## src/rtl/alu_pkg.sv

```systemverilog
// ============================================================================
// Module   : alu_pkg
// Purpose  : Shared types for the lab ALU operand loader: FSM states, opcode
//            width and the N/Z/C/V flag bundle.
// Revision : 1.0 - initial release
// ============================================================================
`default_nettype none

package alu_pkg;

  localparam int OP_W = 4;

  typedef enum logic [2:0] {
    S_LOAD_A  = 3'd0,
    S_LOAD_B  = 3'd1,
    S_LOAD_OP = 3'd2,
    S_EXEC    = 3'd3,
    S_SHOW    = 3'd4
  } loader_state_t;

  typedef struct packed {
    logic n;
    logic z;
    logic c;
    logic v;
  } alu_flags_t;

endpackage

`default_nettype wire

```

## src/rtl/btn_debounce.sv

```systemverilog
// ============================================================================
// Module   : btn_debounce
// Purpose  : Active-low key -> 2-flop synchronizer -> optional debounce
//            counter (LOADER_DEBOUNCE_EN) -> one-cycle press pulse.
// Revision : 1.0 - initial release
// ============================================================================
`default_nettype none

module btn_debounce #(
  parameter int DB_CYCLES = 500000
) (
  input  logic clk,
  input  logic rst_n,
  input  logic key_n,
  output logic press_p
);

  logic r_sync1;
  logic r_sync2;
  logic r_db_q;
  logic w_db;

  always_ff @(posedge clk or negedge rst_n) begin
    if (!rst_n) begin
      r_sync1 <= 1'b1;
      r_sync2 <= 1'b1;
    end else begin
      r_sync1 <= key_n;
      r_sync2 <= r_sync1;
    end
  end

`ifdef LOADER_DEBOUNCE_EN
  localparam int                CNT_W    = $clog2(DB_CYCLES) + 1;
  localparam logic [CNT_W-1:0]  CNT_LAST = CNT_W'(DB_CYCLES - 1);
  localparam logic [CNT_W-1:0]  CNT_MAX  = '1;

  logic [CNT_W-1:0] r_cnt;
  logic             r_db;

  // The level flips only after it has differed for DB_CYCLES consecutive cycles.
  always_ff @(posedge clk or negedge rst_n) begin
    if (!rst_n) begin
      r_cnt <= '0;
      r_db  <= 1'b1;
    end else if (r_sync2 == r_db) begin
      r_cnt <= '0;
    end else if (r_cnt >= CNT_LAST) begin
      r_db  <= r_sync2;
      r_cnt <= '0;
    end else if (r_cnt != CNT_MAX) begin
      r_cnt <= r_cnt + 1'b1;
    end
  end

  assign w_db = r_db;
`else
  assign w_db = r_sync2;

  if (DB_CYCLES < 1) begin : g_db_cycles_invalid
  end
`endif

  always_ff @(posedge clk or negedge rst_n) begin
    if (!rst_n) begin
      r_db_q <= 1'b1;
    end else begin
      r_db_q <= w_db;
    end
  end

  assign press_p = r_db_q & ~w_db;

endmodule

`default_nettype wire

```

## src/rtl/alu_operand_loader.sv

```systemverilog
// ============================================================================
// Module   : alu_operand_loader
// Purpose  : Loads operands A, B and opcode from switches on key presses,
//            strobes execute, captures ALU result/flags. Debounce counters
//            are built only when LOADER_DEBOUNCE_EN is defined.
// Revision : 1.0 - initial release
// ============================================================================
`default_nettype none

module alu_operand_loader
  import alu_pkg::*;
#(
  parameter int W         = 4,
  parameter int DB_CYCLES = 500000
) (
  input  logic            clk,
  input  logic            rst_n,
  input  logic [W-1:0]    sw,
  input  logic [OP_W-1:0] op_sw,
  input  logic            key_next_n,
  input  logic            key_clr_n,
  input  logic [W-1:0]    op_result_i,
  input  logic            n_i,
  input  logic            z_i,
  input  logic            c_i,
  input  logic            v_i,
  output logic [W-1:0]    a_o,
  output logic [W-1:0]    b_o,
  output logic [OP_W-1:0] op_o,
  output logic            exec_o,
  output logic [W-1:0]    result_o,
  output logic            n_o,
  output logic            z_o,
  output logic            c_o,
  output logic            v_o,
  output logic [2:0]      state_o
);

  loader_state_t r_state;
  loader_state_t w_state_nxt;

  logic w_next_p;
  logic w_clr_p;
  logic w_ld_a;
  logic w_ld_b;
  logic w_ld_op;
  logic w_cap;
  logic w_clr;

  logic [W-1:0]    r_a;
  logic [W-1:0]    r_b;
  logic [OP_W-1:0] r_op;
  logic [W-1:0]    r_result;
  alu_flags_t      r_flags;

  btn_debounce #(.DB_CYCLES(DB_CYCLES)) u_next_btn (
    .clk     (clk),
    .rst_n   (rst_n),
    .key_n   (key_next_n),
    .press_p (w_next_p)
  );

  btn_debounce #(.DB_CYCLES(DB_CYCLES)) u_clr_btn (
    .clk     (clk),
    .rst_n   (rst_n),
    .key_n   (key_clr_n),
    .press_p (w_clr_p)
  );

  always_ff @(posedge clk or negedge rst_n) begin
    if (!rst_n) begin
      r_state <= S_LOAD_A;
    end else begin
      r_state <= w_state_nxt;
    end
  end

  // Clear takes priority over next in every state, including S_EXEC.
  always_comb begin
    w_state_nxt = r_state;
    w_ld_a      = 1'b0;
    w_ld_b      = 1'b0;
    w_ld_op     = 1'b0;
    w_cap       = 1'b0;
    w_clr       = 1'b0;
    if (w_clr_p) begin
      w_clr       = 1'b1;
      w_state_nxt = S_LOAD_A;
    end else begin
      case (r_state)
        S_LOAD_A: begin
          if (w_next_p) begin
            w_ld_a      = 1'b1;
            w_state_nxt = S_LOAD_B;
          end
        end
        S_LOAD_B: begin
          if (w_next_p) begin
            w_ld_b      = 1'b1;
            w_state_nxt = S_LOAD_OP;
          end
        end
        S_LOAD_OP: begin
          if (w_next_p) begin
            w_ld_op     = 1'b1;
            w_state_nxt = S_EXEC;
          end
        end
        S_EXEC: begin
          w_cap       = 1'b1;
          w_state_nxt = S_SHOW;
        end
        S_SHOW: begin
          if (w_next_p) begin
            w_state_nxt = S_LOAD_A;
          end
        end
        default: w_state_nxt = S_LOAD_A;
      endcase
    end
  end

  always_ff @(posedge clk or negedge rst_n) begin
    if (!rst_n) begin
      r_a      <= '0;
      r_b      <= '0;
      r_op     <= '0;
      r_result <= '0;
      r_flags  <= '0;
    end else if (w_clr) begin
      r_a      <= '0;
      r_b      <= '0;
      r_op     <= '0;
      r_result <= '0;
      r_flags  <= '0;
    end else begin
      if (w_ld_a) begin
        r_a <= sw;
      end
      if (w_ld_b) begin
        r_b <= sw;
      end
      if (w_ld_op) begin
        r_op <= op_sw;
      end
      // ALU inputs are registered, so its outputs are settled during S_EXEC.
      if (w_cap) begin
        r_result <= op_result_i;
        r_flags  <= '{n: n_i, z: z_i, c: c_i, v: v_i};
      end
    end
  end

  assign a_o      = r_a;
  assign b_o      = r_b;
  assign op_o     = r_op;
  assign result_o = r_result;
  assign n_o      = r_flags.n;
  assign z_o      = r_flags.z;
  assign c_o      = r_flags.c;
  assign v_o      = r_flags.v;
  assign exec_o   = (r_state == S_EXEC);
  assign state_o  = r_state;

endmodule

`default_nettype wire

```

## config.mk

```make
export PLATFORM = sky130hd
export DESIGN_NAME = alu_operand_loader
export DESIGN_NICKNAME = d
export VERILOG_FILES = /design/src/rtl/alu_pkg.sv /design/src/rtl/btn_debounce.sv /design/src/rtl/alu_operand_loader.sv
export SDC_FILE = /design/constraint.sdc
export NUM_CORES = 1
export LEC_CHECK = 0
export BUFFER_PORTS_ARGS = -buffer_cell sky130_fd_sc_hd__buf_2
export CAP_MARGIN = 10
export CORE_UTILIZATION = 45
export CTS_CLUSTER_DIAMETER = 200
export DETAILED_ROUTE_END_ITERATION = 8
export GPL_TIMING_DRIVEN = 0
export HOLD_SLACK_MARGIN = 0.03
export PLACE_DENSITY = 0.74
export RECOVER_POWER = 100
export REMOVE_ABC_BUFFERS = 1
export SLEW_MARGIN = 15
export SYNTH_ARGS = -nofsm -noshare
export SYNTH_HDL_FRONTEND = slang
export SYNTH_SLANG_ARGS = --single-unit
```

## constraint.sdc

```tcl
create_clock -name clk -period 2.5 [get_ports clk]
set_input_delay 0 -clock clk [delete_from_list [all_inputs] [get_ports clk]]
set_output_delay 0 -clock clk [all_outputs]
set_load 0.02 [all_outputs]
```

Word level (Yosys, flattened, before mapping)
Cells that the tools add are included.
{"block": "op_classes", "eq_ne": 8, "muxes": 26, "n_bitwise": 4, "reduce_logical": 6}
{"cell": "4-bit 2-to-1 mux", "count": 10}
{"cell": "3-bit 2-to-1 mux", "count": 5}
{"cell": "3-bit one-hot mux with 5 select lines", "count": 1}
{"cell": "3-bit by 1-bit != test with 1-bit output, second input constant", "count": 4}
{"cell": "1-bit 2-to-1 mux", "count": 10}
{"cell": "2-bit nonzero test", "count": 4}
{"cell": "3-bit by 2-bit == test with 1-bit output, second input constant", "count": 2}
{"cell": "4-bit AND reduction", "count": 1}
{"cell": "3-bit by 1-bit == test with 1-bit output, second input constant", "count": 1}
{"cell": "3-bit == test, second input constant", "count": 1}
{"cell": "3-bit zero test", "count": 1}
{"cell": "1-bit AND", "count": 2}
{"cell": "1-bit NOT", "count": 2}
{"block": "word_totals", "reg_bits": 29, "inputBits": 20}

Longest topological paths before layout
Gate-level depths: netlist of the first run.
{"block": "logic_depth", "ltp_word": 7, "ltp_mapped": 4, "ltp_nobuf": 3}

By module
A second synthesis of the first run with hierarchy kept.
{"block": "unflattened", "cells_unflattened": 107, "area_unflattened_um2": 1388.8}
{"module": "alu_operand_loader", "instances": 1, "cells_each": 99, "area_per_inst_um2": 1203.7, "seq_area_each_um2": 575.6}
{"module": "btn_debounce", "instances": 2, "cells_each": 4, "area_per_inst_um2": 92.6, "seq_area_each_um2": 78.8}

Worst setup path before layout of the first run
OpenSTA, ideal clock, no wires.
{"block": "synth_path", "path_kind": "register -> register", "startpoint": "register r_state[0], in the netlist state_o[0]", "endpoint": "register r_a[0], in the netlist a_o[0]", "setup_ns": 0.079, "arrival_time_ns": 1.342, "t_required_ns": 2.421, "path_slack_ns": 1.079, "stages_incl_launch_ff": 4, "n_path_buf": 0, "path_cell_list": "dfrtp_1 > or3b_4 > nor3_4 > mux2i_1"}
{"block": "synth_between", "elab_chain_len": 4}
{"element": "from (decl)", "line_no": "alu_operand_loader.sv:39", "source": "loader_state_t r_state;"}
{"element": "from (signal assigned)", "line_no": "alu_operand_loader.sv:74", "source": "r_state <= w_state_nxt;"}
{"element": "3-bit zero test", "line_no": "alu_operand_loader.sv:90", "source": "case (r_state)"}
{"element": "1-bit 2-to-1 mux", "line_no": "alu_operand_loader.sv:90"}
{"element": "1-bit 2-to-1 mux", "line_no": "alu_operand_loader.sv:86", "source": "if (w_clr_p) begin"}
{"element": "2-bit nonzero test (no source line)"}
{"element": "to (signal assigned)", "line_no": "alu_operand_loader.sv:138", "source": "r_a <= sw;"}
{"element": "to (decl)", "line_no": "alu_operand_loader.sv:50", "source": "logic [W-1:0] r_a;"}
Every way passes these cells.
A chain may end at the register's enable or synchronous reset.

Final worst setup path of the first run
{"block": "layout_path", "startpoint": "register r_state[0], in the netlist state_o[0]", "endpoint": "register r_a[3], in the netlist a_o[3]"}
Same word-level chain as after synthesis.

==> results of run 1 <==
routing by layer:
metal | up-vias | share of wire
met3 | 2 | 0.065
li1 | 504 | -
met2 | 42 | 0.50
met5 | - | 0
met4 | 0 | 0.0039
met1 | 480 | 0.43
Yosys cell counts:
cell type,number
dfrtp_1,23
nand3_1,13
nand3b_1,1
nor3_1,1
nor3b_1,1
nor2_1,1
buf_2,3
o21ai_0,4
inv_1,1
a21oi_1,13
dfstp_2,6
or3_1,1
nor3_4,1
mux2i_1,8
a211oi_1,1
or3b_4,1
nand2_1,20
nand2b_1,6
nor2b_1,2
o21a_1,1
clkbuf_1,2
cells by family after synthesis:
kind of cell,count (synthesis),share of synthesized area
and+or+nand+nor,48,0.2086
buffers and inverters,6,0.02212
muxes,8,0.06744
DFF,29,0.6175
AOI/OAI and AO/OA,19,0.08430
where the power goes:
group	total (uW)	switching (uW)	internal, uW
clock network	265	160	106
registers	545	34.5	510
logic	196	120	76.3
total	1010	314	692
registers in the layout, summed over array words and instances, names as in the netlist:
signal              flops
a_o                     4
b_o                     4
c_o                     1
n_o                     1
op_o                    4
result_o                4
state_o                 3
u_clr_btn.r_db_q        1
u_clr_btn.r_sync1       1
u_clr_btn.r_sync2       1
u_next_btn.r_db_q       1
u_next_btn.r_sync1      1
u_next_btn.r_sync2      1
v_o                     1
z_o                     1
stage by stage:
stage | util | instance area [um2] | cells | total power, uW | setup WS, ns
floorplan | - | 1165 | 105 | 662.4 | 0.9729
global placement | 0.5722 | 1418 | 178 | 734.3 | 0.9173
detailed placement | 0.5722 | 1418 | 178 | 741.7 | 0.8585
CTS | 0.6712 | 1663 | 205 | 1035 | 0.8187
global route | 0.6530 | 1618 | 205 | 1073 | 0.3894
finish | 0.6530 | 1618 | 205 | 1006 | 0.5090
layout make-up:
| type | instances | share of cell area |
|---|---|---|
| clock buffer | 5 | 0.02320 |
| clock inverter | 3 | 0.01083 |
| inverter | 1 | 0.002320 |
| multi-input combinational | 75 | 0.2560 |
| sequential | 29 | 0.4532 |
| tap | 30 | 0.02320 |
| timing repair buffer | 62 | 0.2312 |
layout by cell type, fill, tap and decap left out:
master,count
buf_2,18
clkbuf_1,25
mux2i_1,8
nand3_1,13
dfstp_2,4
nor2_1,1
nand2b_1,6
nand2_1,20
o21a_1,1
or3b_1,1
inv_1,1
nor3b_1,1
o21ai_0,4
a211oi_1,1
nor2b_1,2
a21oi_1,13
nand3b_1,1
nor3_1,2
clkinvlp_4,1
dfstp_1,2
or3_1,1
clkbuf_4,5
dlygate4sd3_1,19
clkinv_2,2
dfrtp_1,23
final timing paths:
path / from / endpoint
worst max-delay path: state_o[0]$_DFFE_PN0P_ / a_o[3]$_DFFE_PN0P_
worst min-delay path: key_next_n / u_next_btn.r_sync1$_DFF_PN1_
worst max register to register: state_o[0]$_DFFE_PN0P_ / a_o[3]$_DFFE_PN0P_
worst min register to register: u_clr_btn.r_sync1$_DFF_PN1_ / u_clr_btn.r_sync2$_DFF_PN1_
max in group asynchronous: rst_n / result_o[2]$_DFFE_PN0P_
min in group asynchronous: rst_n / state_o[2]$_DFFE_PN0P_
critical path, delay by kind of cell, from the launching register on:
family / cells / cell delay (ns)
simple gates: 2 / 1.10
mux: 1 / 0.26
flops: 1 / 0.55
repair_timing:
action,in CTS,in global routing
endpoints found under the hold margin,45,0
hold buffers,19,0
setup endpoints to repair,0,0
==> impl_summary.log, run 1 <==
[metrics] run status: finished clean
[metrics] startpoint type of the worst setup path: flop
[metrics] minimum clock period: approximately 2.0 ns
[metrics] Yosys top cell by area: dfrtp_1
[metrics] number of antenna violations at the first check in global routing: 0
[metrics] max incr delay on CP: roughly 0.57 ns
[metrics] buffer count from post-CTS setup fixing: 0
[metrics] post-CTS clock slew at the launch and capture registers of the worst setup and hold paths: roughly 0.090 ns
[metrics] count of unresolved DRC violations after routing: 0
[metrics] Synth-to-Final Area Change: 36.25%
[metrics] GRT busiest layer: met2
[metrics] area of the mapped netlist: about 1200 um2
[metrics] total global-route track usage: 0.2113
[metrics] vias in the first global route: 983
[metrics] critical path endpoint category: flop
[metrics] share of the synthesized area in the top cell type: 0.4847
[metrics] PD cells: just over 600 nW/um2
[metrics] main area contributors after synthesis: dfrtp_1, dfstp_2, mux2i_1, nand2_1, a21oi_1
[metrics] setup slack of the worst register-to-register path: roughly 0.51 ns
[metrics] Worst Path Arrival: approximately 2.2 ns
[metrics] Critical Setup Path Class: reg -> reg
[metrics] warnings from Yosys: 0
[metrics] static leakage: 0.0007382 uW
[metrics] number of nets still failing antenna checks after routing: 0
[metrics] Initial Utilization: 0.4793
[metrics] worst-path cell chain: or3b_1, nor3_1, mux2i_1
[metrics] unrepaired setup endpoints after global routing: no
[metrics] I/O Buffers: 43
[metrics] area of the multi-input gates: 414.1 um2
[metrics] WL/cell: 12.43 um
[metrics] final hold violation count: 0
[metrics] Avg Inst Size Synth: between 10 and 15 um2
[metrics] HPWL after DPL: approximately 1600 um
[metrics] worst reg-to-reg path cell count: 3
[metrics] clk_skew: 0.01670 ns
[metrics] wire length of the first global-routing pass: 4153 um
[metrics] number of iterations in the first detailed-routing pass: 4
[metrics] io pins: 44
[metrics] routing usage on met3: 0.06609
[metrics] level count of the clock H-tree: 2
[metrics] global-route met1 utilization: 0.2390
[metrics] CP required: approximately 2.7 ns
[metrics] Crit-path slowest cell: nor3_1
[metrics] fraction of the cycle the final worst path needs: 0.7964
[metrics] Core Region: about 2500 um2
[metrics] CTS sink cnt: 29
[metrics] TritonCTS clock tree: yes
[metrics] Clk Latency, worst-skew pair: 0.32 ns
[metrics] total area of sequential cells: between 700 and 800 um2
[metrics] Total Negative Setup Slacks: 0 ns
[metrics] Tightest Hold Check Type: in -> reg
[metrics] largest net degree at the start of global routing: 30
[metrics] last weighted congestion value of the routability-driven placer: 0.7453
[metrics] Iteration-0 DRC Markers: 6
[metrics] Max Slew Vio Count: 0
[metrics] cells after synthesis: 110
[metrics] chip height: approximately 53 um
[metrics] number of antenna repair diodes: 0
[metrics] aggregate routed wire length: 2549 um
[metrics] total CTS buffers: 5
[metrics] vias after detailed routing: roughly 1k
[metrics] GR met2 Demand/Resource: 0.3479
[metrics] maximum clock frequency: 502.3 MHz
[metrics] Core Rows: 18
[metrics] Worst slew margin: 0.003687
[metrics] via density per instance: 5.015
[metrics] Total Die Area: approximately 2800 um2
[metrics] worst hold slack: roughly 0.32 ns
[metrics] # nets final: around 190
[metrics] global route total overflow: 0
[metrics] Max Cap Violations: 0
[metrics] floorplan die width: around 53 um
[metrics] Max rail drop VDD: 456.2 uV
[metrics] clk root buf: clkbuf_4
[metrics] Cell variety after synth: 21
[metrics] number of storage elements in the synthesis netlist: 29
[metrics] fill cell instance count of the final layout: about 230
[metrics] Clock Tree Buf Depth: 2
[metrics] quantity of gates resized following cts: 0
[metrics] fraction of layout instances using a drive strength above 1: 0.1714
[metrics] cell depth of the worst hold path: 2
[metrics] final number of setup-violating endpoints: 0
[metrics] portion of the post-synthesis area used by sequential elements: 0.6175
[metrics] critical-path maximum fanout: 15
[metrics] slew of the pin with the lowest slew margin: around 1.5 ns
Note: power is estimated with default switching activity, not from simulation.
==> run 2, diff against run 1 <==
--- a/config.mk
+++ b/config.mk
@@ -5,6 +5,7 @@
 export SDC_FILE = /design/constraint.sdc
 export NUM_CORES = 1
 export LEC_CHECK = 0
+export ABC_AREA = 1
 export BUFFER_PORTS_ARGS = -buffer_cell sky130_fd_sc_hd__buf_2
 export CAP_MARGIN = 10
 export CORE_UTILIZATION = 45
==> constraint.sdc (replaced) <==
create_clock -name clk -period 2 [get_ports clk]
set_input_delay 0 -clock clk [delete_from_list [all_inputs] [get_ports clk]]
set_output_delay 0 -clock clk [all_outputs]
set_load 0.02 [all_outputs]
==> impl_summary.log, run 2 <==
[metrics] last weighted congestion value of the routability-driven placer: approximately 0.74
[metrics] Tightest Hold Check Type: in -> reg
[metrics] number of antenna violations at the first check in global routing: 0
[metrics] chip height: between 50 and 60 um
[metrics] unrepaired setup endpoints after global routing: no
[metrics] commonest cells after routing, fill and taps aside: nand2_1, nand3_1, clkbuf_1
[metrics] Crit-path slowest cell: dfstp_1
[metrics] floorplan die width: 53.88 um
[metrics] wire length of the first global-routing pass: 4250 um
[metrics] slew of the pin with the lowest slew margin: between 1 and 1.5 ns
[metrics] io pins: 44
[metrics] worst hold slack: ~0.32 ns
[metrics] number of cells after detailed placement: 192
[metrics] Max rail drop VDD: ~710 uV
[metrics] run status: finished clean
[metrics] vias in the first global route: between 900 and 1k
[metrics] PD cells: a little over 1000 nW/um2
[metrics] static leakage: 0.0008495 uW
[metrics] level count of the clock H-tree: 2
[metrics] maximum clock frequency: approximately 580 MHz
[metrics] critical path endpoint category: flop
[metrics] fraction of the cycle the final worst path needs: 0.8652
[metrics] Critical Setup Path Class: reg -> reg
[metrics] number of nets still failing antenna checks after routing: 0
[metrics] critical path's top delay family: simple AND/OR/NAND/NOR gates
[metrics] CP required: 2.27 ns
[metrics] minimum clock period: 1.730 ns
[metrics] count of unresolved DRC violations after routing: 0
[metrics] fraction of layout instances using a drive strength above 1: 0.2222
[metrics] buffer count from post-CTS setup fixing: 0
[metrics] number of iterations in the first detailed-routing pass: 4
[metrics] via density per instance: between 4 and 5
[metrics] proportion of synthesized flip-flops having asynchronous set or reset: 1.000
[metrics] warnings from Yosys: 0
[metrics] total power: 1683 uW
[metrics] portion of the post-synthesis area used by sequential elements: 0.6054
[metrics] WL/cell: 12.39 um
[metrics] Core Rows: 18
[metrics] CTS sink cnt: 29
[metrics] number of storage elements in the synthesis netlist: 29
[metrics] Cell Count, Final, Fillers Out: ~220
[metrics] Post-synth EDFFs: 0
[metrics] final number of setup-violating endpoints: 0
[metrics] critical-path maximum fanout: 36
[metrics] Max Cap Violations: 0
[metrics] area of the mapped netlist: about 1200 um2
[metrics] Clk Latency, worst-skew pair: 0.33 ns
[metrics] Total Die Area: between 2000 and 3000 um2
[metrics] I/O Buffers: 43
[metrics] vias after detailed routing: between 1k and 1.5k
[metrics] # nets final: approximately 210
[metrics] Iteration-0 DRC Markers: 14
[metrics] most common cell after layout, fill and taps aside: nand2_1
[metrics] Initial Utilization: 0.4845
[metrics] Clock Tree Buf Depth: 2
[metrics] startpoint type of the worst setup path: flop
[metrics] post-CTS clock slew at the launch and capture registers of the worst setup and hold paths: about 0.09 ns
[metrics] Worst Path Arrival: around 2.0 ns
[metrics] largest net degree at the start of global routing: 37
[metrics] Avg Inst Size Synth: 9.847 um2
[metrics] clk_skew: between 0.006 and 0.007 ns
[metrics] commonest cells in the netlist: nand2_1, nand3_1, dfrtp_1
[metrics] HPWL after DPL: around 1700 um
[metrics] share of the synthesized area in the top cell type: 0.4752
[metrics] main area contributors after synthesis: dfrtp_1, dfstp_2, nand3_1, nand2_1, nand3_2
[metrics] Worst slew margin: 0.02962
[metrics] number of antenna repair diodes: 0
[metrics] cells after synthesis: roughly 120
[metrics] Max Slew Vio Count: 0
[metrics] worst path buffer plus inverter count: 2
[metrics] Synth-to-Final Area Change: 37.19%
[metrics] worst-path cell chain: inv_1, nand2_2, inv_1, nor2_4, nand2_1, nand2_1
[metrics] global route total overflow: 0
[metrics] total global-route track usage: 0.2193
[metrics] most frequent cell after synthesis: nand2_1
[metrics] aggregate routed wire length: 2714 um
[metrics] Cell variety after synth: 18
[metrics] final hold violation count: 0
[metrics] total CTS buffers: 5
[metrics] clk root buf: clkbuf_4
[metrics] Core Region: around 2500 um2
[metrics] Most used DFF post-synth: dfrtp_1
[metrics] TritonCTS clock tree: yes
[metrics] Yosys top cell by area: dfrtp_1
[metrics] max incr delay on CP: around 0.53 ns
[run 2: worst register-to-register path: stages, from the launching register on]
cell and delay [ns]:
dfstp_1 0.53, inv_1 0.05, nand2_2 0.46, inv_1 0.24, nor2_4 0.24, nand2_1 0.09, nand2_1 0.06
[run 2: report_power, final]
group          internal [uW]  total [uW]  switching (uW)
sequential               694         782            87.9
clock                    203         399             196
combinational            162         502             340
total                   1060        1680             624
[run 2: area by class of cell]
cell class / count / area, um2
multi-input combinational: 82 / 415.4
fill: 218 / 838.3
inverter: 8 / 30.03
timing repair buffer: 62 / 375.4
tap: 30 / 37.54
clock buffer: 7 / 65.06
sequential: 29 / 733.2
clock inverter: 1 / 5.005
[run 2: path summary, 6_finish.rpt]
check / start / to / slack (ns) / depth (start not counted)
worst max-delay path: u_clr_btn.r_sync2$_DFF_PN1_ / result_o[1]$_DFFE_PN0P_ / 0.27 / 6
worst min-delay path: key_clr_n / u_clr_btn.r_sync1$_DFF_PN1_ / 0.32 / 2
worst max register to register: u_clr_btn.r_sync2$_DFF_PN1_ / result_o[1]$_DFFE_PN0P_ / 0.27 / 6
worst min register to register: u_clr_btn.r_sync1$_DFF_PN1_ / u_clr_btn.r_sync2$_DFF_PN1_ / 0.36 / 0
max in group asynchronous: rst_n / v_o$_DFFE_PN0P_ / 0.61 / 2
min in group asynchronous: rst_n / a_o[3]$_DFFE_PN0P_ / 0.55 / 2
[run 2: timing repair]
| action | in CTS | in global routing |
|---|---|---|
| resized for setup | 1 | 0 |
| hold buffers | 19 | 0 |
| setup endpoints to repair | 8 | 0 |
| endpoints found under the hold margin | 45 | 0 |
[run 2: per-layer routing]
metal / global-route usage / wire length [um]
met2: 0.3354 / 1309
met3: 0.06497 / 169
met1: 0.2604 / 1174
met5: 0 / 0
met4: 0.1579 / 60
[run 2: logic make-up after synthesis]
| family | Yosys count | share of synthesized area |
|---|---|---|
| buf+inv | 12 | 0.04648 |
| simple gates | 75 | 0.3110 |
| flops | 29 | 0.6054 |
| compound gates | 7 | 0.03720 |
[run 2: metrics by stage]
step,util,setup WS (ns),area [um2],TNS (ns)
after detailed placement,0.5751,-0.1279,1438,-0.9220
after global placement,0.5751,-0.06379,1438,-0.4486
after global routing,0.6647,0.08307,1662,0
final,0.6647,0.2695,1662,0
after floorplan,-,0.2561,1185,0
after CTS,0.6802,0.2527,1700,0
